### src/rtl/wfd_blk_pkg.sv
// wfd_blk_pkg: shared header layout, signature codes and FSM encoding for blk_collect.
package wfd_blk_pkg;
    localparam logic [1:0] SIG_SELF = 2'b10;
    localparam logic [1:0] SIG_MAST = 2'b11;
    localparam int HDR_SIG_LSB = 14;
    localparam int HDR_CH_MSB  = 13;
    localparam int HDR_CH_LSB  = 8;
    localparam int HDR_LEN_MSB = 7;
    typedef enum logic [1:0] {IDLE, HDRACK, HDRWAIT, BODY} state_t;
    // Words still to fetch after the header (N-1); non-self signatures count as master.
    function automatic logic [8:0] hdr_rem(input logic [15:0] hdr);
        return hdr[HDR_SIG_LSB +: 2] == SIG_SELF ? {1'b0, hdr[HDR_LEN_MSB:0]}
                                                 : {1'b0, hdr[HDR_LEN_MSB:0]} + 9'd1;
    endfunction
endpackage

### src/rtl/rr_pick.sv
// rr_pick: round-robin channel search starting after the last served channel.
module rr_pick #(
    parameter int NCH = 16
) (
    input  logic [NCH-1:0] req,
    input  logic [5:0]     last,
    output logic [5:0]     grant,
    output logic           any
);
    assign any = |req;
    always_comb begin
        grant = last;
        for (int i = NCH; i >= 1; i--)
            if (|(req & (NCH'(1) << ((int'(last) + i) % NCH)))) grant = 6'((int'(last) + i) % NCH);
    end
endmodule

### src/rtl/blk_collect.sv
// blk_collect: round-robin block collector forwarding one channel's block at a time.
// Optional header check (err pulse, errcnt port) enabled by BLK_COLLECT_HDRCHK_EN.
module blk_collect import wfd_blk_pkg::*; #(
    parameter int NCH = 16
) (
    input  logic              clk,
    input  logic              rst,
    input  logic [NCH-1:0]    req,
    input  logic [16*NCH-1:0] din,
    output logic [NCH-1:0]    ack,
    input  logic              oafull,
    output logic [15:0]       odata,
    output logic              ovalid,
    output logic              osop,
    output logic              oeop,
    output logic [5:0]        ochan,
    output logic              err
`ifdef BLK_COLLECT_HDRCHK_EN
    ,
    output logic [15:0]       errcnt
`endif
);
    state_t      state, nxt;
    logic [5:0]  chan, last, grant;
    logic [8:0]  rem, hrem;
    logic [15:0] hdr;
    logic        any, go, act, take, fin;

    rr_pick #(.NCH(NCH)) u_pick (.req(req), .last(last), .grant(grant), .any(any));

    assign hdr  = 16'(din >> {chan, 4'b0});
    assign hrem = hdr_rem(hdr);
    assign go   = !oafull && any;
    // ack is decoded from the state register so an async reset drops it at once
    assign act  = state == HDRACK || state == BODY;
    assign ack  = act ? NCH'(1) << chan : '0;

    always_comb begin
        nxt = state;
        case (state)
            IDLE:    nxt = go ? HDRACK : IDLE;
            HDRACK:  nxt = HDRWAIT;
            HDRWAIT: nxt = hrem == 9'd0 ? IDLE : BODY;
            BODY:    nxt = rem == 9'd1 ? IDLE : BODY;
            default: nxt = IDLE;
        endcase
    end

    always_ff @(posedge clk or posedge rst) begin
        if (rst) begin
            state  <= IDLE;
            chan   <= '0;
            last   <= 6'(NCH - 1);
            rem    <= '0;
            take   <= 1'b0;
            fin    <= 1'b0;
            odata  <= '0;
            ovalid <= 1'b0;
            osop   <= 1'b0;
            oeop   <= 1'b0;
            ochan  <= '0;
        end else begin
            state <= nxt;
            if (state == IDLE && go) chan <= grant;
            if (state == HDRWAIT) rem <= hrem;
            else if (state == BODY) rem <= rem - 9'd1;
            if ((state == HDRWAIT && hrem == 9'd0) || (state == BODY && rem == 9'd1)) last <= chan;
            // take marks the cycle after an ack, when din carries the requested word
            take   <= act;
            fin    <= state == BODY && rem == 9'd1;
            ovalid <= take;
            osop   <= take && state == HDRWAIT;
            oeop   <= take && (state == HDRWAIT ? hrem == 9'd0 : fin);
            if (take) begin
                odata <= hdr;
                ochan <= chan;
            end
        end
    end

`ifdef BLK_COLLECT_HDRCHK_EN
    logic chk;
    assign chk = state == HDRWAIT && (!hdr[15] || hdr[HDR_CH_MSB:HDR_CH_LSB] != chan);
    always_ff @(posedge clk or posedge rst) begin
        if (rst) begin
            err    <= 1'b0;
            errcnt <= '0;
        end else begin
            err    <= chk;
            errcnt <= errcnt + 16'(chk && errcnt != 16'hFFFF);
        end
    end
`else
    assign err = 1'b0;
`endif
endmodule

### config.mk
export PLATFORM = sky130hd
export DESIGN_NAME = blk_collect
export DESIGN_NICKNAME = d
export VERILOG_FILES = /design/src/rtl/wfd_blk_pkg.sv /design/src/rtl/rr_pick.sv /design/src/rtl/blk_collect.sv
export SDC_FILE = /design/constraint.sdc
export NUM_CORES = 1
export LEC_CHECK = 0
export ABC_AREA = 1
export BUFFER_PORTS_ARGS = -buffer_cell sky130_fd_sc_hd__buf_2
export CAP_MARGIN = 20
export CORE_UTILIZATION = 48
export CTS_CLUSTER_SIZE = 40
export DETAILED_ROUTE_END_ITERATION = 10
export PLACE_DENSITY_LB_ADDON = 0.05
export SLEW_MARGIN = 0
export SYNTH_ARGS = -nofsm -noshare
export SYNTH_HDL_FRONTEND = slang
export SYNTH_SLANG_ARGS = --single-unit
### constraint.sdc
create_clock -name clk -period 8.5 [get_ports clk]
set_input_delay 0.425 -clock clk [delete_from_list [all_inputs] [get_ports clk]]
set_output_delay 0.425 -clock clk [all_outputs]
set_load 0.02 [all_outputs]
==> flow_metrics.env, run 1 <==
export IMPL_start_util=0.4897
export IMPL_hold_viol=0
export IMPL_synth_flop_cell="dfrtp_1"
export IMPL_io_pins=317
export IMPL_diodes=0
export IMPL_fp_dieW_um=131.8
export IMPL_clock_skew_ns=0.01140
export IMPL_worstPathArrival_ns=4.72
export IMPL_core_area_um2=16520
export IMPL_fillCellCount=1739
export IMPL_vias=11690
export IMPL_drive_above_1_share=0.2214
export IMPL_cp_num_buf_inv=4
export IMPL_critical_path_slowest_cell="inv_2"
export IMPL_dp_hpwl_um=25610
export IMPL_worstSetupPathType="flip-flop to flip-flop"
export IMPL_period_share=0.5280
export IMPL_postCtsSetupBuffers=0
export IMPL_setup_viol=0
export IMPL_critPathLaunchType="flip-flop"
export IMPL_setup_tns_final_ns=0
export IMPL_die_h_um=131.8
export IMPL_max_stage_delay_ns=0.61
export IMPL_drtPass1Iterations=6
export IMPL_rr_endpoint="last[2]"
export IMPL_critPathRequiredTime_ns=8.73
export IMPL_routedWlPerCell_um=18.96
export IMPL_row_count=47
export IMPL_r2r_start="chan[5]"
export IMPL_synth_enable_flop_cells=0
export IMPL_max_freq_mhz=222.8
export IMPL_crit_fanout=63
export IMPL_grt_max_degree=81
export IMPL_crit_family="buffers and inverters"
export IMPL_grt_pass1_vias=10700
export IMPL_avgSynthCellArea_um2=5.666
export IMPL_grt_antenna_before_repair=0
export IMPL_synth_top_area_share=0.1930
export IMPL_grt_met3_usage=0.06267
export IMPL_rrSetupSlack_ns=4.01
export IMPL_slew_viol_final=0
export IMPL_vias_per_cell=6.242
export IMPL_yosysTopAreaCell="nand3_1"
export IMPL_synth_top_cells_by_area="nand3_1, nand2_1, dfrtp_1"
export IMPL_area_growth_pct=19.75
export IMPL_grt_pass1_wl_um=55890
export IMPL_io_buffers=315
export IMPL_status="finished, final reports clean"
export IMPL_async_flop_share=1.000
export IMPL_synthDistinctLibCells=50
export IMPL_peakVddDrop_v=0.00007926
export IMPL_use_met2=0.6523
export IMPL_ant_nets=0
export IMPL_postCtsHoldBufs=0
export IMPL_h_tree_depth=2
export IMPL_cts_clk_slew_worst_paths_ns=0.08
export IMPL_dpl_worst_slack_ns=4.109
export IMPL_post_route_min_period_ns=4.488
export IMPL_rsz0062_at_grt="false"
export IMPL_layout_nets=1944
export IMPL_busiest_layer="met2"
export IMPL_cts_resized=0
export IMPL_met1_usage=0.4964
export IMPL_endpoint_kind="flip-flop"
export IMPL_p_leak_uw=0.004650
export IMPL_synthesis_area_um2=8092
export IMPL_tritoncts_num_buffers=5
export IMPL_gp_congestion=0.9997
export IMPL_synthesis_nets=1720
export IMPL_cts_num_sinks=50
export IMPL_routed_wl_um=35510
export IMPL_grt_use_total=0.3959
export IMPL_yosysWarnings=0
export IMPL_hp_class="input port to async pin"
export IMPL_worstMarginPinSlew_ns=0.9822
export IMPL_grt_overflow=0
export IMPL_ys_seq_elements=50
export IMPL_crit_top_cell="nand2_1"
export IMPL_synthCells=1428
export IMPL_path_cells="inv_2, nand2_4, inv_4, buf_4, a31oi_1, nand4_1, nand3_1, nand2_1, nand2_1, inv_2, ha_1, o21ai_0, nand2_1, nor2_1, nand3_1, nor2_2, nand3_4, nand2_4, nand2_1, nand2_1"
export IMPL_reg2reg_depth=20
export IMPL_cts_tree="done"
export IMPL_fin_ws_ns=4.012
export IMPL_first_iter_violations=1284
export IMPL_dieArea_um2=17380
export IMPL_maxCapViolations=0
export IMPL_clockRootBuffer="clkbuf_16"
export IMPL_power_density_nw_per_um2=63.22
export IMPL_worstSkewPairLatency_ns=0.29
export IMPL_clock_path_buffers=2
export IMPL_drc=0
export IMPL_relSlewSlack=0.3282
export IMPL_synth_seq_area_share=0.1552
cell type report:
cell class / instances / area [um^2] / area share
clock buffer: 5 / 125.1 / 0.01291
inverter: 96 / 362.8 / 0.03745
tap: 220 / 275.3 / 0.02841
clock inverter: 3 / 47.55 / 0.004907
multi-input combinational: 1175 / 5959 / 0.6151
sequential: 50 / 1257 / 0.1298
timing repair buffer: 324 / 1662 / 0.1715
routing by layer:
metal | wire length [um] | share of wire | vias up
met5 | 0 | 0 | -
met4 | 2131 | 0.060 | 0
met3 | 3681 | 0.10 | 160
met2 | 16200 | 0.46 | 815
met1 | 13490 | 0.38 | 5261
li1 | - | - | 5455
worst max path at each step:
stage                  from      end  slack [ns]  cells after the start
global route        chan[5]  last[2]        3.51                     20
detailed placement  chan[5]  last[2]        4.11                     20
global placement    chan[5]  last[1]        4.21                     20
finish              chan[5]  last[2]        4.01                     20
floorplan           last[1]  chan[0]        5.57                     20
CTS                 chan[5]  last[2]        4.09                     20
per-stage QoR:
stage | util | power, uW | instance area (um^2) | hold slack, ns | instances
4_1_cts | 0.5844 | 609.7 | 9657 | 0.4364 | 1871
6_report | 0.5864 | 612.5 | 9689 | 0.04501 | 1873
3_3_place_gp | 0.5739 | 375.5 | 9484 | 0.4253 | 1863
3_5_place_dp | 0.5739 | 373.1 | 9484 | 0.4219 | 1863
2_1_floorplan | - | 285.0 | 8092 | 0.4067 | 1428
5_1_grt | 0.5864 | 634.3 | 9689 | 0.05820 | 1873
Yosys cell counts (10+ instances only):
library cell and number:
a21oi_1 32, a31oi_1 52, a32o_1 20, buf_2 29, buf_4 10, clkbuf_1 54, dfrtp_1 46, ha_1 17
inv_1 82, nand2_1 394, nand3_1 312, nand4_1 64, nor2_1 105, nor3_1 22, nor4_1 17, o2111ai_1 11
o211ai_1 13, o21ai_0 38, o31ai_1 10
registers in the layout, indices dropped and copies added, names as in the netlist:
signal	count
ovalid	1
oeop	1
odata	16
take	1
ochan	6
chan	6
last	6
osop	1
fin	1
state	2
rem	9
power breakdown:
group | total (uW) | switching [uW] | internal, uW
clock network | 237 | 96.6 | 141
registers | 238 | 0 | 238
logic | 138 | 81.1 | 56.4
total | 613 | 178 | 435
worst register-to-register path: cells and delay by family (launching register included):
kind / cells / cell delay [ns]
AOI/OAI and AO/OA: 2 / 0.44
adders and majority gates: 1 / 0.22
buffers and inverters: 4 / 1.79
DFF: 1 / 0.39
and+or+nand+nor: 13 / 1.59
cells by family (layout without fill, tap and decap cells):
kind of cell    Yosys count  count (layout)  synth area share
compound gates          214             214            0.1781
xor+xnor                  9               9          0.009742
fa+ha+maj                17              17           0.02629
buf+inv                 203             428            0.1082
flops                    50              50            0.1552
mux                       1               1          0.001237
other cells               1               1         0.0004634
simple gates            933             933            0.5206
cell usage in the layout, fill, tap and decap left out, drive strengths merged:
| cell type | n |
|---|---|
| o41ai | 3 |
| dfstp | 4 |
| a21o | 3 |
| a2111oi | 5 |
| o221ai | 2 |
| nand2 | 401 |
| nand3 | 313 |
| o21ai | 42 |
| nor2 | 111 |
| or2 | 2 |
| a31oi | 52 |
| mux2i | 1 |
| nor4 | 18 |
| o21a | 2 |
| nand4 | 64 |
| and2 | 2 |
| buf | 323 |
| xnor2 | 2 |
| dfrtp | 46 |
| o31ai | 10 |
| o22a | 1 |
| clkinv | 6 |
| a311oi | 3 |
| o22ai | 9 |
| a22o | 3 |
| a32o | 20 |
| conb | 1 |
| dlymetal6s2s | 1 |
| o211ai | 13 |
| inv | 92 |
| a21oi | 33 |
| nor3 | 22 |
| bufinv | 1 |
| o2111ai | 11 |
| clkbuf | 5 |
| ha | 17 |
| o32ai | 2 |
| xor2 | 7 |
Power figures use the tool's default switching activity.
==> inputs of run 2 (changes only) <==
- clock period: 8.5 -> 4.4 ns (I/O delays scaled with it)
==> flow_metrics.env, run 2 (synthesized netlist as in run 1, its figures left out) <==
export IMPL_dpl_worst_slack_ns=0.6998
export IMPL_ant_nets=0
export IMPL_worstSetupPathType="flip-flop to flip-flop"
export IMPL_relSlewSlack=0.4401
export IMPL_grt_overflow=0
export IMPL_layout_nets=1961
export IMPL_cts_tree="done"
export IMPL_multiInputGateArea_um2=5959
export IMPL_seqCellArea_um2=1257
export IMPL_reg_top3="odata (16), rem (9)"
export IMPL_fillCellCount=1705
export IMPL_period_share=0.8767
export IMPL_largest_reg_flops=16
export IMPL_grt_pass1_wl_um=55680
export IMPL_first_iter_violations=1290
export IMPL_hold_viol=0
export IMPL_h_tree_depth=2
export IMPL_clock_skew_ns=0.01226
export IMPL_crit_fanout=18
export IMPL_io_pins=317
export IMPL_peakVddDrop_v=0.0001634
export IMPL_grt_pass1_vias=10560
export IMPL_postCtsHoldBufs=0
export IMPL_gp_congestion=1.053
export IMPL_clock_path_buffers=2
export IMPL_grt_use_total=0.3939
export IMPL_fin_area_um2=9783
export IMPL_placed_area_um2=9627
export IMPL_worstMarginPinSlew_ns=0.8367
export IMPL_routed_wl_um=35390
export IMPL_cts_clk_slew_worst_paths_ns=0.08
export IMPL_top_register="odata"
export IMPL_cts_num_sinks=50
export IMPL_drtPass1Iterations=7
export IMPL_drive_above_1_share=0.2299
export IMPL_mostFrequentLayoutCells="nand2_1, buf_2, nand3_1, nor2_1, inv_1"
export IMPL_rsz0062_at_grt="false"
export IMPL_vias_per_cell=6.183
export IMPL_fin_ws_ns=0.5426
export IMPL_maxCapViolations=0
export IMPL_hp_class="input port to async pin"
export IMPL_grt_max_degree=72
export IMPL_tritoncts_num_buffers=5
export IMPL_p_leak_uw=0.004724
export IMPL_dp_hpwl_um=25840
export IMPL_critPathRequiredTime_ns=4.56
export IMPL_critPathLaunchType="flip-flop"
export IMPL_start_util=0.4897
export IMPL_clockRootBuffer="clkbuf_16"
export IMPL_dp_cells=1882
export IMPL_routedWlPerCell_um=18.72
export IMPL_io_buffers=315
export IMPL_worstSkewPairLatency_ns=0.30
export IMPL_max_freq_mhz=259.2
export IMPL_cts_resized=0
export IMPL_worstPathArrival_ns=4.02
export IMPL_vias=11690
export IMPL_row_count=47
export IMPL_final_common_cell="nand2_1"
export IMPL_status="finished, final reports clean"
export IMPL_diodes=0
export IMPL_power_density_nw_per_um2=115.7
export IMPL_postCtsSetupBuffers=0
export IMPL_setup_viol=0
export IMPL_post_route_min_period_ns=3.857
export IMPL_dieArea_um2=17380
export IMPL_area_growth_pct=20.91
export IMPL_core_area_um2=16520
export IMPL_finalNonFillerCells=1890
export IMPL_setup_tns_final_ns=0
export IMPL_drc=0
export IMPL_grt_antenna_before_repair=0
export IMPL_final_core_util=0.5920
export IMPL_die_h_um=131.8
export IMPL_fp_dieW_um=131.8
export IMPL_slew_viol_final=0
export IMPL_endpoint_kind="flip-flop"
run 2: metal layers:
metal  GRT usage  vias up  share of wire
li1            -     5496              -
met1      0.5099     5282           0.40
met2      0.6464      754           0.45
met3     0.05306      154          0.096
met4      0.1886        0          0.054
met5           0        -              0
run 2: per-stage QoR:
stage               power, uW  hold slack [ns]
floorplan               550.6           0.4067
global placement        720.5           0.4296
detailed placement      718.4           0.4328
CTS                      1125           0.1133
global route             1170           0.1617
finish                   1132          0.09354
run 2: final timing paths:
kind / startpoint / endpoint / slack (ns) / cells after the start
worst min register to register: take / ovalid / 0.45 / 0
max in group asynchronous: rst / chan[1] / 3.83 / 3
worst max register to register: last[1] / chan[0] / 0.54 / 16
worst max-delay path: last[1] / chan[0] / 0.54 / 16
worst min-delay path: rst / ochan[2] / 0.09 / 3
min in group clk: din[152] / odata[8] / 0.43 / 6
run 2: worst max-delay path: stages (launching register included):
cell and delay [ns]:
dfstp_2 0.65, inv_1 0.23, ha_1 0.26, nand2_1 0.08, nand3_1 0.08, nand2_2 0.24
clkinv_1 0.43, nand3_1 0.18, nand3_1 0.09, a311oi_1 0.60, nand2_1 0.35, nor2_1 0.18
nand2_1 0.06, nand2_1 0.08, nand3_1 0.07, nand3_1 0.09, o21ai_1 0.06
run 2: layout make-up:
cell class | count | share of cell area
inverters | 96 | 0.03709
flip-flops and latches | 50 | 0.1285
clock inverters | 2 | 0.001791
multi-input cells | 1175 | 0.6092
clock buffers | 6 | 0.01420
well taps | 220 | 0.02814
repair buffers | 341 | 0.1811
run 2: where the power goes:
part / switching [uW] / internal (uW)
clock network: 182 / 229
logic: 153 / 109
registers: 0 / 459
